===== config.mk =====
export PLATFORM = sky130hd
export DESIGN_NAME = spi_cfg_master_flat
export DESIGN_NICKNAME = d
export VERILOG_FILES = /design/src/rtl/spi_cfg_master_if.sv /design/src/rtl/spi_cfg_master.sv /design/src/flat_wrapper.sv
export SDC_FILE = /design/constraint.sdc
export NUM_CORES = 1
export LEC_CHECK = 0
export ABC_AREA = 1
export CAP_MARGIN = 0
export CORE_MARGIN = 10
export CORE_UTILIZATION = 40
export DETAILED_ROUTE_END_ITERATION = 12
export PLACE_DENSITY_LB_ADDON = 0.25
export SYNTH_ARGS = -nofsm -noshare
export SYNTH_HDL_FRONTEND = slang
export SYNTH_SLANG_ARGS = --single-unit

===== constraint.sdc =====
create_clock -name clk -period 1.55 [get_ports clk]
set_input_delay 0.31 -clock clk [delete_from_list [all_inputs] [get_ports clk]]
set_output_delay 0.31 -clock clk [all_outputs]
set_load 0.005 [all_outputs]

===== src/rtl/spi_cfg_master_if.sv =====
// Request/response bundle for spi_cfg_master.
// The client takes the master modport; the block takes the slave one.
interface spi_cfg_master_if;
  logic       req_valid;
  logic       req_ready;
  logic       req_write;
  logic [6:0] req_addr;
  logic [7:0] req_wdata;
  logic       rsp_valid;
  logic [7:0] rsp_rdata;

  modport master (
    output req_valid, req_write,
    output req_addr, req_wdata,
    input  req_ready, rsp_valid,
    input  rsp_rdata
  );

  modport slave (
    input  req_valid, req_write,
    input  req_addr, req_wdata,
    output req_ready, rsp_valid,
    output rsp_rdata
  );
endinterface


===== src/rtl/spi_cfg_master.sv =====
// SPI register-file master: 16-bit {rw,addr,data} frames, MSB first.
// Define SPI_CFG_READBACK_EN to sample poci_i and return read data.
module spi_cfg_master #(
  parameter int CLK_DIV  = 2,
  parameter int IDLE_GAP = 2
) (
  input  logic            clk,
  input  logic            rst,
  spi_cfg_master_if.slave bus,
  output logic            spi_clk_o,
  output logic            cs_o,
  output logic            pico_o,
  input  logic            poci_i,
  output logic            busy
);

  typedef enum logic [2:0] {
    IDLE, SETUP, SHIFT, HOLD, GAP
  } state_t;

  localparam logic [7:0] DIV_LAST =
    8'(CLK_DIV - 1);
  localparam logic [7:0] GAP_LAST =
    8'(IDLE_GAP - 1);

  state_t      state_q, state_d;
  logic [7:0]  cnt_q;
  logic [4:0]  bit_q;
  logic        sclk_q;
  logic [15:0] sh_q;
  logic        rsp_q;

  logic accept, tick, rise, fall, done;
  logic div_end, in_frame;

  assign div_end = cnt_q == DIV_LAST;

  always_comb begin
    state_d = state_q;
    accept  = 1'b0;
    tick    = 1'b0;
    rise    = 1'b0;
    fall    = 1'b0;
    done    = 1'b0;
    unique case (state_q)
      IDLE: if (bus.req_valid) begin
        accept  = 1'b1;
        state_d = SETUP;
      end
      SETUP: if (div_end) begin
        tick    = 1'b1;
        rise    = 1'b1;
        state_d = SHIFT;
      end
      SHIFT: if (div_end) begin
        tick = 1'b1;
        unique case (1'b1)
          sclk_q:
            fall = 1'b1;
          !sclk_q && bit_q == 5'd16:
            state_d = HOLD;
          default:
            rise = 1'b1;
        endcase
      end
      HOLD: if (div_end) begin
        tick    = 1'b1;
        done    = 1'b1;
        state_d = GAP;
      end
      GAP: if (cnt_q == GAP_LAST)
        state_d = IDLE;
      default: state_d = IDLE;
    endcase
  end

  always_ff @(posedge clk) begin
    if (rst) state_q <= IDLE;
    else     state_q <= state_d;
  end

  always_ff @(posedge clk) begin
    if (rst) begin
      cnt_q  <= '0;
      bit_q  <= '0;
      sclk_q <= 1'b0;
      sh_q   <= '0;
      rsp_q  <= 1'b0;
    end else begin
      rsp_q <= done;
      if (state_q == IDLE ||
          state_d != state_q || tick)
        cnt_q <= '0;
      else
        cnt_q <= cnt_q + 8'd1;
      if (rise)      sclk_q <= 1'b1;
      else if (fall) sclk_q <= 1'b0;
      if (accept)    bit_q <= '0;
      else if (rise) bit_q <= bit_q + 5'd1;
      if (accept)
        sh_q <= {bus.req_write,
                 bus.req_addr,
                 bus.req_write ?
                   bus.req_wdata : 8'h00};
      else if (fall)
        sh_q <= {sh_q[14:0], 1'b0};
    end
  end

  // cs rises in the accepting cycle, so back-to-back
  // frames are deselected only for the GAP cycles.
  assign in_frame =
    state_q inside {SETUP, SHIFT, HOLD};
  assign cs_o = in_frame || (accept && !rst);
  assign pico_o = in_frame ? sh_q[15] :
    (accept && !rst && bus.req_write);
  assign spi_clk_o     = sclk_q;
  assign busy          = state_q != IDLE;
  assign bus.req_ready = state_q == IDLE && !rst;
  assign bus.rsp_valid = rsp_q;

`ifdef SPI_CFG_READBACK_EN
  logic       wr_q;
  logic [7:0] smp_q;
  logic [7:0] rdata_q;

  // bit_q 8..15 marks the falls after rises 8..15
  always_ff @(posedge clk) begin
    if (rst) begin
      wr_q    <= 1'b0;
      smp_q   <= '0;
      rdata_q <= '0;
    end else begin
      if (accept)
        wr_q <= bus.req_write;
      if (fall && bit_q[4:3] == 2'b01)
        smp_q <= {smp_q[6:0], poci_i};
      if (done)
        rdata_q <= wr_q ? 8'h00 : smp_q;
    end
  end

  assign bus.rsp_rdata = rdata_q;
`else
  logic unused_poci;
  assign unused_poci   = poci_i;
  assign bus.rsp_rdata = 8'h00;
`endif

endmodule


===== src/flat_wrapper.sv =====
// flat-port wrapper written by rule: the top's interface ports become plain ports
module spi_cfg_master_flat 
#(
  parameter int CLK_DIV  = 2,
  parameter int IDLE_GAP = 2
)
  (clk, rst, spi_clk_o, cs_o, pico_o, poci_i, busy, bus_req_valid, bus_req_write, bus_req_addr, bus_req_wdata, bus_req_ready, bus_rsp_valid, bus_rsp_rdata);
  spi_cfg_master_if bus_i ();
  input  logic clk;
  input  logic rst;
  output logic spi_clk_o;
  output logic cs_o;
  output logic pico_o;
  input  logic poci_i;
  output logic busy;
  input wire logic [$bits(bus_i.req_valid)-1:0] bus_req_valid;
  input wire logic [$bits(bus_i.req_write)-1:0] bus_req_write;
  input wire logic [$bits(bus_i.req_addr)-1:0] bus_req_addr;
  input wire logic [$bits(bus_i.req_wdata)-1:0] bus_req_wdata;
  output wire logic [$bits(bus_i.req_ready)-1:0] bus_req_ready;
  output wire logic [$bits(bus_i.rsp_valid)-1:0] bus_rsp_valid;
  output wire logic [$bits(bus_i.rsp_rdata)-1:0] bus_rsp_rdata;
  assign bus_i.req_valid = bus_req_valid;
  assign bus_i.req_write = bus_req_write;
  assign bus_i.req_addr = bus_req_addr;
  assign bus_i.req_wdata = bus_req_wdata;
  assign bus_req_ready = bus_i.req_ready;
  assign bus_rsp_valid = bus_i.rsp_valid;
  assign bus_rsp_rdata = bus_i.rsp_rdata;
  spi_cfg_master #(.CLK_DIV(CLK_DIV), .IDLE_GAP(IDLE_GAP)) u_core (.clk(clk), .rst(rst), .bus(bus_i), .spi_clk_o(spi_clk_o), .cs_o(cs_o), .pico_o(pico_o), .poci_i(poci_i), .busy(busy));
endmodule

# --- Yosys cells after proc, flatten, opt, wreduce, memory -nomap -nowiden ---
# Cells that the tools add are included.
word_totals:
  reg_bits: 34
  output_inout_bits: 14
  word_cells: 58
  input_bits: 20
op_classes:
  add_sub_neg: 2
  reduce_logical: 19
  muxes: 23
  bitwise_logic: 1
  eq_ne: 7
op_table:
  columns: ["operator", "count"]
  rows:
  - ["$mux W16", 2]
  - ["$mux W3", 6]
  - ["$pmux W3 S5", 1]
  - ["$mux W1", 12]
  - ["$add A8 B1 Y8 const B", 1]
  - ["$eq A8 B1 Y1 const B", 1]
  - ["$mux W8", 1]
  - ["$reduce_or A2 Y1", 4]
  - ["$eq A3 B2 Y1 const B", 2]
  - ["$reduce_bool A3 Y1", 2]
  - ["$add A5 B1 Y5 const B", 1]
  - ["$eq A5 B5 Y1 const B", 1]
  - ["$logic_and A1 B1 Y1", 4]
  - ["$reduce_bool A2 Y1", 2]
  - ["$eq A3 B1 Y1 const B", 1]
  - ["$eq A3 B3 Y1 const B", 1]
  - ["$logic_not A3 Y1", 1]
  - ["$logic_or A1 B1 Y1", 3]
  - ["$ne A3 B3 Y1", 1]
  - ["$reduce_or A3 Y1", 1]
  - ["$logic_not A1 Y1", 2]
  - ["$pmux W1 S2", 1]
  - ["$not A1 Y1", 1]

# --- Logic depth before layout (Yosys ltp) ---
# Gate-level depths: netlist of run 1.
logic_depth:
  ltp_word: 9
  ltp_mapped: 10
  ltp_nobuf: 10

# --- Least setup slack after synthesis of run 1 ---
# Ideal clock, no wire load.
synth_path:
  path_kind: "register -> output"
  from: "reg u_core.state_q[0]"
  to: "out pico_o"
  required_ns: 1.240
  stages_incl_launch_ff: 8
  arrival_ns: 1.150
  n_path_buf: 2
  setup_slack_ns: 0.090
  path_cell_list: "dfxtp_1 buf_4 nor2_4 nand2_4 nor2_4 buf_6 nand2_1 o21ai_0"
synth_between:
  elab_chain_len: 5
  elab_cells_between_ends: 9
  cone_classes: "3 x eq/ne; 2 x mux; 4 x reduce/logical"
synth_rtl:
  columns: ["item", "line_no", "rtl"]
  rows:
  - ["from (decl)", "spi_cfg_master.sv:26", "state_t state_q, state_d;"]
  - ["from (signal assigned)", "spi_cfg_master.sv:79", "else state_q <= state_d;"]
  - ["$logic_not A3 Y1", "spi_cfg_master.sv:45", "unique case (state_q)"]
  - ["$mux W1", "spi_cfg_master.sv:45", null]
  - ["$logic_and A1 B1 Y1 (2 in series)", "spi_cfg_master.sv:116", "(accept && !rst && bus.req_write);"]
  - ["$mux W1 (*)", "spi_cfg_master.sv:115", "assign pico_o = in_frame ? sh_q[15] :"]
  - ["to (decl)", "flat_wrapper.sv:13", "output logic pico_o;"]
# Every way passes the cells marked *; elsewhere a longest branch is shown, timed or not.

# --- Worst setup path after layout of run 1 ---
layout_path:
  from: "reg u_core.state_q[1]"
  to: "out pico_o"
# Same word-level chain as after synthesis.

==> run metrics, run 1 <==
fraction of layout instances using a drive strength above 1=about 22%; most area-hungry cell type in the Yosys netlist=sky130_fd_sc_hd__dfxtp_1; via count=roughly 1800; post-DR wirelength/cell=between 10 and 15 microns; number of nets at the end of the flow=341; number of instances in the placed design=376; class of the worst hold path=reg -> reg; cell chosen for the clock root=sky130_fd_sc_hd__clkbuf_8; clk_lat worst skew=between 0.2 and 0.3 ns; post-synthesis average cell area=7.21 sq um; Yosys warning count=0; cell with the most instances after synthesis=sky130_fd_sc_hd__nand2_1; Top cell by count, worst path=sky130_fd_sc_hd__nor2_4; critical path data required time=1.24 ns; wire length of the first global-routing pass=7.63 mm; worst supply voltage drop on vdd=0.000430 V; worst clock skew on the final layout=0.00819 ns; top cells by instance count after synthesis=76 x sky130_fd_sc_hd__nand2_1, 37 x sky130_fd_sc_hd__nand3_1, 34 x sky130_fd_sc_hd__dfxtp_1, 24 x sky130_fd_sc_hd__nor2_1, 18 x sky130_fd_sc_hd__inv_1; count of TritonRoute iterations in the first routing pass=4; fraction of synthesis flops using an asynchronous set or reset pin=0%; Crit Path Class=reg -> out; CTS clk-pin slew, worst paths=0.07 ns; number of enable-type register cells in the synthesized netlist=0; via count of the first global-routing pass=1725; Detailed Place HPWL=3.26 mm; portion of total power attributed to combinational logic=18.5%; count of max-cap constraint violations=0; count of H-tree levels built during CTS=2; time the final worst path needs with I/O delays and setup=1.53 ns; Final Setup Violations=0; clock network power share=34.6%; Sequential Power Share=between 40% and 50%; power per cell area=793 mW/mm^2; cell area after synthesis=0.00200 sq mm; total congestion overflow=0; full die area=slightly above 0.008 sq mm; top fanout value on the critical path=3; run status=finished clean; Avg Vias per Cell=4.65; Initial Utilization=between 40% and 50%; share of the cycle needed by the critical path after routing=between 90% and 100%; num ports=34; final estimated routing congestion in global placement=0.840; switching part of the total power=~28%; Final Non-Filler Cells=385; final max-slew violation count=0; Diodes inserted=0; Max Freq=around 650 MHz; number of synthesized register bits=34; violation count after the first detailed-route iteration=57; Fin Hold WS=0.485 ns; Core Region=about 0.0048 sq mm; final routed wirelength across all metal layers=4.42 mm; sequential-to-total area share from yosys stat=34.1%; antenna violations before repair=0; count of clock tree sinks=34; Lkg Pwr=between 1 and 1.5 nW; CTS tree=yes; height of the die=90.7 microns; overall die width=approximately 91 microns; internal power component=0.00141 W; slowest cell delay on critical path=0.33 ns; antenna-violating nets left=0; row count=25; setup repair after global routing missed its margin=true; CP max stage cell=sky130_fd_sc_hd__dfxtp_2; largest net degree at the start of global routing=36; final count of hold timing violations=0; Remaining DRCs=0; clock buffer depth=2; number of cells produced by synthesis=about 280; Synth-to-Final Area Change=23.1%; cell-by-cell trace of the critical path=nor2_4 -> nand2_4 -> nor2_4 -> nand2_2 -> o21ai_2 -> buf_2; most common flop cell mapped by yosys=sky130_fd_sc_hd__dfxtp_1; top area cells in the synthesized netlist=sky130_fd_sc_hd__dfxtp_1 34%, sky130_fd_sc_hd__nand2_1 14%, sky130_fd_sc_hd__nand3_1 9.3%; category of the worst setup path launch point=register; post-synth cell types=31; endpoint class of the critical path=output pin; number of buffers created by CTS=5; GRT Total Usage=between 10% and 20%; total net switching power=between 0.0005 and 0.0006 W; number of buffers inserted by port buffering=24; area fraction of the dominant cell type after synthesis=34.1%; Worst Path Arrival=around 1.2 ns
[layer usage]
metal	GRT usage (%)	vias to the layer above	part of all wire (%)
met5	0	-	0
met4	3.18	0	0.68
met3	4.24	2	3.4
met2	18.1	20	48
met1	13.1	818	48
li1	-	952	-
[repair_timing]
item / in CTS / in global routing
resized for setup: 21 / 8
endpoints found under the setup margin: 5 / 16
buffers inserted: 0 / 1
hold buffers: 0 / 0
pin swaps: 1 / 2
[cell usage in the layout, fill, tap and decap left out, types with 2 or more instances in the layout]
master and instances:
sky130_fd_sc_hd__nand2_1 73, sky130_fd_sc_hd__nand3_1 37, sky130_fd_sc_hd__dfxtp_1 31, sky130_fd_sc_hd__nor2_1 21
sky130_fd_sc_hd__buf_4 21, sky130_fd_sc_hd__clkdlybuf4s50_1 19, sky130_fd_sc_hd__inv_1 17, sky130_fd_sc_hd__a21oi_1 15
sky130_fd_sc_hd__a21oi_2 11, sky130_fd_sc_hd__conb_1 8, sky130_fd_sc_hd__nand2_2 6, sky130_fd_sc_hd__nor3_1 6
sky130_fd_sc_hd__xor2_1 6, sky130_fd_sc_hd__clkbuf_8 6, sky130_fd_sc_hd__nor2_2 4, sky130_fd_sc_hd__nor2_4 3
sky130_fd_sc_hd__xnor2_1 3, sky130_fd_sc_hd__ha_1 3, sky130_fd_sc_hd__buf_2 3, sky130_fd_sc_hd__dfxtp_2 3
sky130_fd_sc_hd__inv_2 2, sky130_fd_sc_hd__nand2_4 2, sky130_fd_sc_hd__o21ai_0 2, sky130_fd_sc_hd__o21ai_2 2
sky130_fd_sc_hd__nand3b_1 2, sky130_fd_sc_hd__nand2_8 2, sky130_fd_sc_hd__nand4_1 2
[final timing paths]
path	startpoint	to	slack, ns	cells past startpoint
worst max register to register	u_core.cnt_q[1]	u_core.cnt_q[1]	0.12	9
worst max-delay path	u_core.state_q[1]	pico_o	0.02	6
worst min-delay path	u_core.sh_q[1]	u_core.sh_q[1]	0.49	2
worst min register to register	u_core.sh_q[1]	u_core.sh_q[1]	0.49	2
[worst max-delay path, delay by kind of cell (launching register included)]
kind,cells,cell delay [ns]
AND/OR/NAND/NOR,4,0.36
flip-flops,1,0.33
buffers and inverters,1,0.13
AO/OA/AOI/OAI,1,0.12
[registers in the layout, indices dropped and copies added (netlist names)]
signal                count
u_core.sh_q              16
u_core.state_q            3
u_core.bus.rsp_valid      1
u_core.spi_clk_o          1
u_core.bit_q              5
u_core.cnt_q              8
[stage by stage]
| stage | utilization, % | setup TNS, ns | setup WS (ns) | total power (W) | instance area [sq um] |
|---|---|---|---|---|---|
| finish | 51.4 | 0 | 0.0182 | 0.00195 | 2460 |
| global route | 51.4 | -0.109 | -0.0749 | 0.00206 | 2460 |
| CTS | 50.8 | -0.0151 | -0.0151 | 0.00196 | 2430 |
| floorplan | - | 0 | 0.0899 | 0.00118 | 2020 |
| detailed placement | 49.1 | -1.38 | -0.560 | 0.00129 | 2350 |
| global placement | 49.1 | -1.21 | -0.545 | 0.00129 | 2350 |
[power by group through the flow]
stage | sequential [W] | combinational [W] | clock (W)
final | 0.000915 | 0.000360 | 0.000676
after global routing | 0.000917 | 0.000401 | 0.000738
after CTS | 0.000915 | 0.000355 | 0.000694
after detailed placement | 0.000934 | 0.000361 | 0
after global placement | 0.000933 | 0.000359 | 0
after floorplan | 0.000931 | 0.000254 | 0
[cells by family after synthesis]
| logic type | count (synthesis) | share of synthesized area, % |
|---|---|---|
| AO/OA/AOI/OAI | 30 | 9.58 |
| XOR/XNOR | 9 | 3.95 |
| adder cells (fa/ha/maj) | 4 | 2.50 |
| buffers and inverters | 39 | 11.4 |
| flip-flops | 34 | 34.1 |
| other | 1 | 0.188 |
| AND/OR/NAND/NOR | 160 | 38.3 |
[layout make-up]
type                       count  area [sq um]
clock buffer                   7          86.3
clock inverter                 1          5.00
fill                         485          2330
inverter                      20          77.6
multi-input combinational    211          1140
sequential                    34           684
tap                           67          83.8
timing repair buffer          45           382
Power figures use the tool's default switching activity.
==> inputs of run 2 (changes only) <==
Settings changed: REMOVE_ABC_BUFFERS set to 1.
==> run metrics, run 2 (synthesis results as in run 1) <==
antenna violations before repair=0 (unchanged); Core Region=0.00479 sq mm (unchanged); count of clock tree sinks=34 (unchanged); clock network power share=38.3% (was 34.6%); cell-by-cell trace of the critical path=nor2_4 -> nand2_4 -> nor2_4 -> nand2_2 -> o21ai_1 -> buf_2 (was nor2_4 -> nand2_4 -> nor2_4 -> nand2_2 -> o21ai_2 -> buf_2); share of the cycle needed by the critical path after routing=99.1% (was 98.8%); wire length of the first global-routing pass=7.60 mm (was 7.63 mm); internal power component=0.00151 W (was 0.00141 W); run status=finished clean (unchanged); delay-heaviest family, CP=simple AND/OR/NAND/NOR gates (unchanged); endpoint class of the critical path=output pin (unchanged); clk_lat worst skew=0.29 ns (was 0.28 ns); power per cell area=833 mW/mm^2 (was 793 mW/mm^2); logic depth of the worst setup path including buffers=6 (unchanged); final count of hold timing violations=0 (unchanged); Final Setup Violations=0 (unchanged); final routed wirelength across all metal layers=4.51 mm (was 4.42 mm); Lkg Pwr=1.03 nW (was 1.00 nW); count of H-tree levels built during CTS=2 (unchanged); startpoint of the tightest hold check path=u_core.sh_q[0] (was u_core.sh_q[1]); total power of the final layout=0.00208 W (was 0.00195 W); Synth-to-Final Area Change=24.9% (was 23.1%); setup repair after global routing missed its margin=true (unchanged); Crit Path Class=reg -> out (unchanged); row count=25 (unchanged); Largest register FFs=16 (unchanged); slowest cell delay on critical path=0.33 ns (about the same); clock buffer depth=2 (unchanged); fraction of layout instances using a drive strength above 1=23.5% (was 22.0%); total net switching power=0.000569 W (was 0.000537 W); most frequent cells in the layout=73 x sky130_fd_sc_hd__nand2_1, 37 x sky130_fd_sc_hd__nand3_1, 29 x sky130_fd_sc_hd__dfxtp_1, 22 x sky130_fd_sc_hd__buf_4, 20 x sky130_fd_sc_hd__nor2_1 (was 73 x sky130_fd_sc_hd__nand2_1, 37 x sky130_fd_sc_hd__nand3_1, 31 x sky130_fd_sc_hd__dfxtp_1, 21 x sky130_fd_sc_hd__nor2_1, 21 x sky130_fd_sc_hd__buf_4); register with the highest flop count=u_core.sh_q (unchanged); CTS clk-pin slew, worst paths=0.07 ns (about the same); category of the worst setup path launch point=register (unchanged); Worst Path Arrival=1.23 ns (was 1.22 ns); worst-case reg-to-reg path depth=9 (unchanged); worst supply voltage drop on vdd=0.000433 V (was 0.000430 V); Initial Utilization=41.8% (unchanged); Worst setup endpoint=pico_o (unchanged); post-DR wirelength/cell=11.7 microns (was 11.5 microns); leading cell type in the layout, fill and taps excluded=sky130_fd_sc_hd__nand2_1 (unchanged); number of nets at the end of the flow=342 (was 341); via count of the first global-routing pass=1694 (was 1725); Largest regs=u_core.sh_q: 16 flops, u_core.cnt_q: 8 flops, u_core.bit_q: 5 flops (unchanged); total congestion overflow=0 (unchanged); Fin Hold WS=0.485 ns (about the same); Sequential Power Share=44.1% (was 46.9%); overall die width=90.7 microns (unchanged); CP max stage cell=sky130_fd_sc_hd__dfxtp_2 (unchanged); violation count after the first detailed-route iteration=99 (was 57); time the final worst path needs with I/O delays and setup=1.54 ns (was 1.53 ns); number of buffer and inverter stages on the critical path=1 (unchanged); number of instances in the placed design=375 (was 376); post-placement worst setup slack=-0.484 ns (was -0.560 ns); worst clock skew on the final layout=0.00483 ns (was 0.00819 ns); Detailed Place HPWL=3.21 mm (was 3.26 mm); number of buffers created by CTS=5 (unchanged); Avg Vias per Cell=4.65 (about the same); full die area=0.00822 sq mm (unchanged); portion of total power attributed to combinational logic=17.6% (was 18.5%); top fanout value on the critical path=2 (was 3); Reg-to-Reg Start=u_core.cnt_q[1] (unchanged); critical path data required time=1.24 ns (about the same); R2R Path End=u_core.cnt_q[0] (was u_core.cnt_q[1]); final estimated routing congestion in global placement=0.788 (was 0.840); antenna-violating nets left=0 (unchanged); height of the die=90.7 microns (unchanged); cell chosen for the clock root=sky130_fd_sc_hd__clkbuf_8 (unchanged); count of TritonRoute iterations in the first routing pass=5 (was 4); class of the worst hold path=reg -> reg (unchanged); Final Non-Filler Cells=386 (was 385); beginning of the critical path=u_core.state_q[0] (was u_core.state_q[1]); Max Freq=651 MHz (was 653 MHz); via count=1793 (was 1792); Diodes inserted=0 (unchanged); number of buffers inserted by port buffering=24 (unchanged); worst setup slack for register-to-register paths=0.11 ns (was 0.12 ns); num ports=34 (unchanged); Final WS setup=0.0138 ns (was 0.0182 ns); switching part of the total power=27.4% (was 27.5%); Remaining DRCs=0 (unchanged); count of max-cap constraint violations=0 (unchanged); CTS tree=yes (unchanged); largest net degree at the start of global routing=36 (unchanged); Top cell by count, worst path=sky130_fd_sc_hd__nor2_4 (unchanged); GRT Total Usage=10.9% (was 11.1%); sum of negative setup slack=0 ns (unchanged); final max-slew violation count=0 (unchanged); hold-fix buffer count after cts=0 (unchanged)
-- run 2: per-layer routing --
layer	GRT usage, %	wire (microns)
met1	13.4	2190
met2	16.7	1980
met3	4.66	303
met4	2.92	30
met5	0	0
-- run 2: area by class of cell --
type                    instances  area, sq um
clock buffers                   8          110
fillers                       486         2290
inverters                      20         77.6
multi-input cells             211         1150
flip-flops and latches         34          687
well taps                      67         83.8
repair buffers                 46          387
-- run 2: through the flow --
stage          utilization (%)  area (sq um)
3_5_place_dp              48.9          2340
4_1_cts                   51.1          2450
3_3_place_gp              48.9          2340
5_1_grt                   52.1          2490
2_1_floorplan                -          1870
6_report                  52.1          2490
-- run 2: tightest hold or removal path, delay by kind of cell, from the launching register on --
| family | cells | cell delay [ns] |
|---|---|---|
| AND/OR/NAND/NOR | 1 | 0.07 |
| AO/OA/AOI/OAI | 1 | 0.05 |
| flip-flops | 1 | 0.31 |
-- run 2: power by group through the flow --
stage               combinational [W]  sequential [W]  clock (W)
floorplan                    0.000187        0.000938          0
global route                 0.000408        0.000918   0.000860
finish                       0.000366        0.000916   0.000796
detailed placement           0.000358        0.000933          0
CTS                          0.000354        0.000914   0.000812
global placement             0.000358        0.000933          0
-- run 2: worst min path at each step --
stage,depth (start not counted),to,slack (ns)
final,2,u_core.sh_q[0],0.49
after detailed placement,2,u_core.sh_q[0],0.47
after CTS,2,u_core.sh_q[0],0.48
after global placement,2,u_core.sh_q[2],0.47
after global routing,2,u_core.sh_q[0],0.50
after floorplan,1,u_core.sh_q[10],0.37
-- run 2: repair_timing --
action / CTS / global route
resized for setup: 20 / 15
pin swaps: 1 / 3
buffers inserted: 1 / 2
cloned: 0 / 0
setup endpoints to repair: 5 / 30
==> inputs of run 3 (changes only) <==
Settings changed: TNS_END_PERCENT set to 30.
==> run metrics, run 3 (synthesis results as in run 1) <==
Max Freq=650 MHz (was 651 MHz); power per cell area=833 mW/mm^2 (about the same); slowest cell delay on critical path=0.33 ns (about the same); cell-by-cell trace of the critical path=nor2_4 -> nand2_4 -> nor2_4 -> nand2_1 -> o21ai_1 -> buf_2 (was nor2_4 -> nand2_4 -> nor2_4 -> nand2_2 -> o21ai_1 -> buf_2); Final WS setup=0.0108 ns (was 0.0138 ns); final max-slew violation count=0 (unchanged); endpoint class of the critical path=output pin (unchanged); total congestion overflow=0 (unchanged); count of clock tree sinks=34 (unchanged); Top cell by count, worst path=sky130_fd_sc_hd__nor2_4 (unchanged); number of nets at the end of the flow=342 (unchanged); Synth-to-Final Area Change=24.7% (was 24.9%); Worst Path Arrival=1.23 ns (about the same); clk_lat worst skew=0.29 ns (about the same); CTS tree=yes (unchanged); Crit Path Class=reg -> out (unchanged); Largest register FFs=16 (unchanged); Largest regs=u_core.sh_q: 16 flops, u_core.cnt_q: 8 flops, u_core.bit_q: 5 flops (unchanged); category of the worst setup path launch point=register (unchanged); count of TritonRoute iterations in the first routing pass=5 (unchanged); cell chosen for the clock root=sky130_fd_sc_hd__clkbuf_8 (unchanged); height of the die=90.7 microns (unchanged); antenna-violating nets left=0 (unchanged); Initial Utilization=41.8% (unchanged); final routed wirelength across all metal layers=4.51 mm (about the same); row count=25 (unchanged); clock buffer depth=2 (unchanged); final count of hold timing violations=0 (unchanged); post-placement worst setup slack=-0.484 ns (unchanged); multi-input gate area in the final layout=0.00115 sq mm (about the same); largest net degree at the start of global routing=36 (unchanged); CTS clk-pin slew, worst paths=0.07 ns (about the same); top fanout value on the critical path=2 (unchanged); worst supply voltage drop on vdd=0.000433 V (about the same); antenna violations before repair=0 (unchanged); critical path data required time=1.24 ns (about the same); count of H-tree levels built during CTS=2 (unchanged); Detailed Place HPWL=3.21 mm (unchanged); sum of negative setup slack=0 ns (unchanged); setup repair after global routing missed its margin=true (unchanged); worst clock skew on the final layout=0.00483 ns (about the same); wire length of the first global-routing pass=7.60 mm (unchanged); area taken by flip-flops and latches=687 sq um (unchanged); final estimated routing congestion in global placement=0.788 (unchanged); Diodes inserted=0 (unchanged); via count of the first global-routing pass=1694 (unchanged); violation count after the first detailed-route iteration=99 (unchanged); CP max stage cell=sky130_fd_sc_hd__dfxtp_2 (unchanged); count of max-cap constraint violations=0 (unchanged); share of the cycle needed by the critical path after routing=99.3% (was 99.1%); num ports=34 (unchanged); Remaining DRCs=0 (unchanged); # fillers=487 (was 486); post-DR wirelength/cell=11.7 microns (about the same); Avg Vias per Cell=4.64 (was 4.65); full die area=0.00822 sq mm (unchanged); Lkg Pwr=1.03 nW (about the same); Final Setup Violations=0 (unchanged); overall die width=90.7 microns (unchanged); leading cell type in the layout, fill and taps excluded=sky130_fd_sc_hd__nand2_1 (unchanged); via count=1790 (was 1793); time the final worst path needs with I/O delays and setup=1.54 ns (about the same); class of the worst hold path=reg -> reg (unchanged); Core Region=0.00479 sq mm (unchanged); fraction of layout instances using a drive strength above 1=23.2% (was 23.5%); run status=finished clean (unchanged); number of buffers inserted by port buffering=24 (unchanged); GRT Total Usage=10.9% (unchanged); number of buffers created by CTS=5 (unchanged); most frequent cells in the layout=74 x sky130_fd_sc_hd__nand2_1, 37 x sky130_fd_sc_hd__nand3_1, 29 x sky130_fd_sc_hd__dfxtp_1, 22 x sky130_fd_sc_hd__buf_4, 20 x sky130_fd_sc_hd__nor2_1 (was 73 x sky130_fd_sc_hd__nand2_1, 37 x sky130_fd_sc_hd__nand3_1, 29 x sky130_fd_sc_hd__dfxtp_1, 22 x sky130_fd_sc_hd__buf_4, 20 x sky130_fd_sc_hd__nor2_1); register with the highest flop count=u_core.sh_q (unchanged)
## run 3: final timing paths
kind | start | to | slack, ns | depth (start not counted)
setup reg to reg | u_core.cnt_q[1] | u_core.cnt_q[0] | 0.10 | 9
hold / removal | u_core.sh_q[0] | u_core.sh_q[0] | 0.49 | 2
hold reg to reg | u_core.sh_q[0] | u_core.sh_q[0] | 0.49 | 2
setup / recovery | u_core.state_q[0] | pico_o | 0.01 | 6
## run 3: metal layers
| layer | GRT usage, % | part of all wire (%) | vias to the layer above |
|---|---|---|---|
| li1 | - | - | 954 |
| met1 | 13.4 | 49 | 789 |
| met2 | 16.7 | 44 | 44 |
| met3 | 4.66 | 6.8 | 3 |
| met4 | 2.92 | 0.67 | 0 |
| met5 | 0 | 0 | - |
## run 3: through the flow
stage	util [%]	power, W	area [sq um]	cells	hold slack [ns]
floorplan	-	0.00112	1870	265	0.372
global placement	48.9	0.00129	2340	375	0.473
detailed placement	48.9	0.00129	2340	375	0.473
CTS	51.1	0.00208	2450	384	0.483
global route	52.1	0.00218	2490	386	0.501
finish	52.1	0.00208	2490	386	0.485
## run 3: area by class of cell
type / count / area share (%)
multi-input cells: 211 / 46.0
inverters: 20 / 3.11
repair buffers: 46 / 15.5
flip-flops and latches: 34 / 27.6
well taps: 67 / 3.36
clock buffers: 8 / 4.42
## run 3: worst max-delay path, delay by kind of cell, from the launching register on
family	cells	cell delay, ns
and+or+nand+nor	4	0.35
DFF	1	0.33
buffers and inverters	1	0.13
AOI/OAI and AO/OA	1	0.12
## run 3: repair_timing
action,CTS,global route
hold buffers,0,0
endpoints found under the setup margin,5,30
pin swaps,1,3
gates resized for setup,20,13
cloned,0,0
setup buffers,1,2
## run 3: where the power goes
group	internal, W	switching, W
registers	0.000899	0.0000165
clock network	0.000449	0.000346
logic	0.000160	0.000205
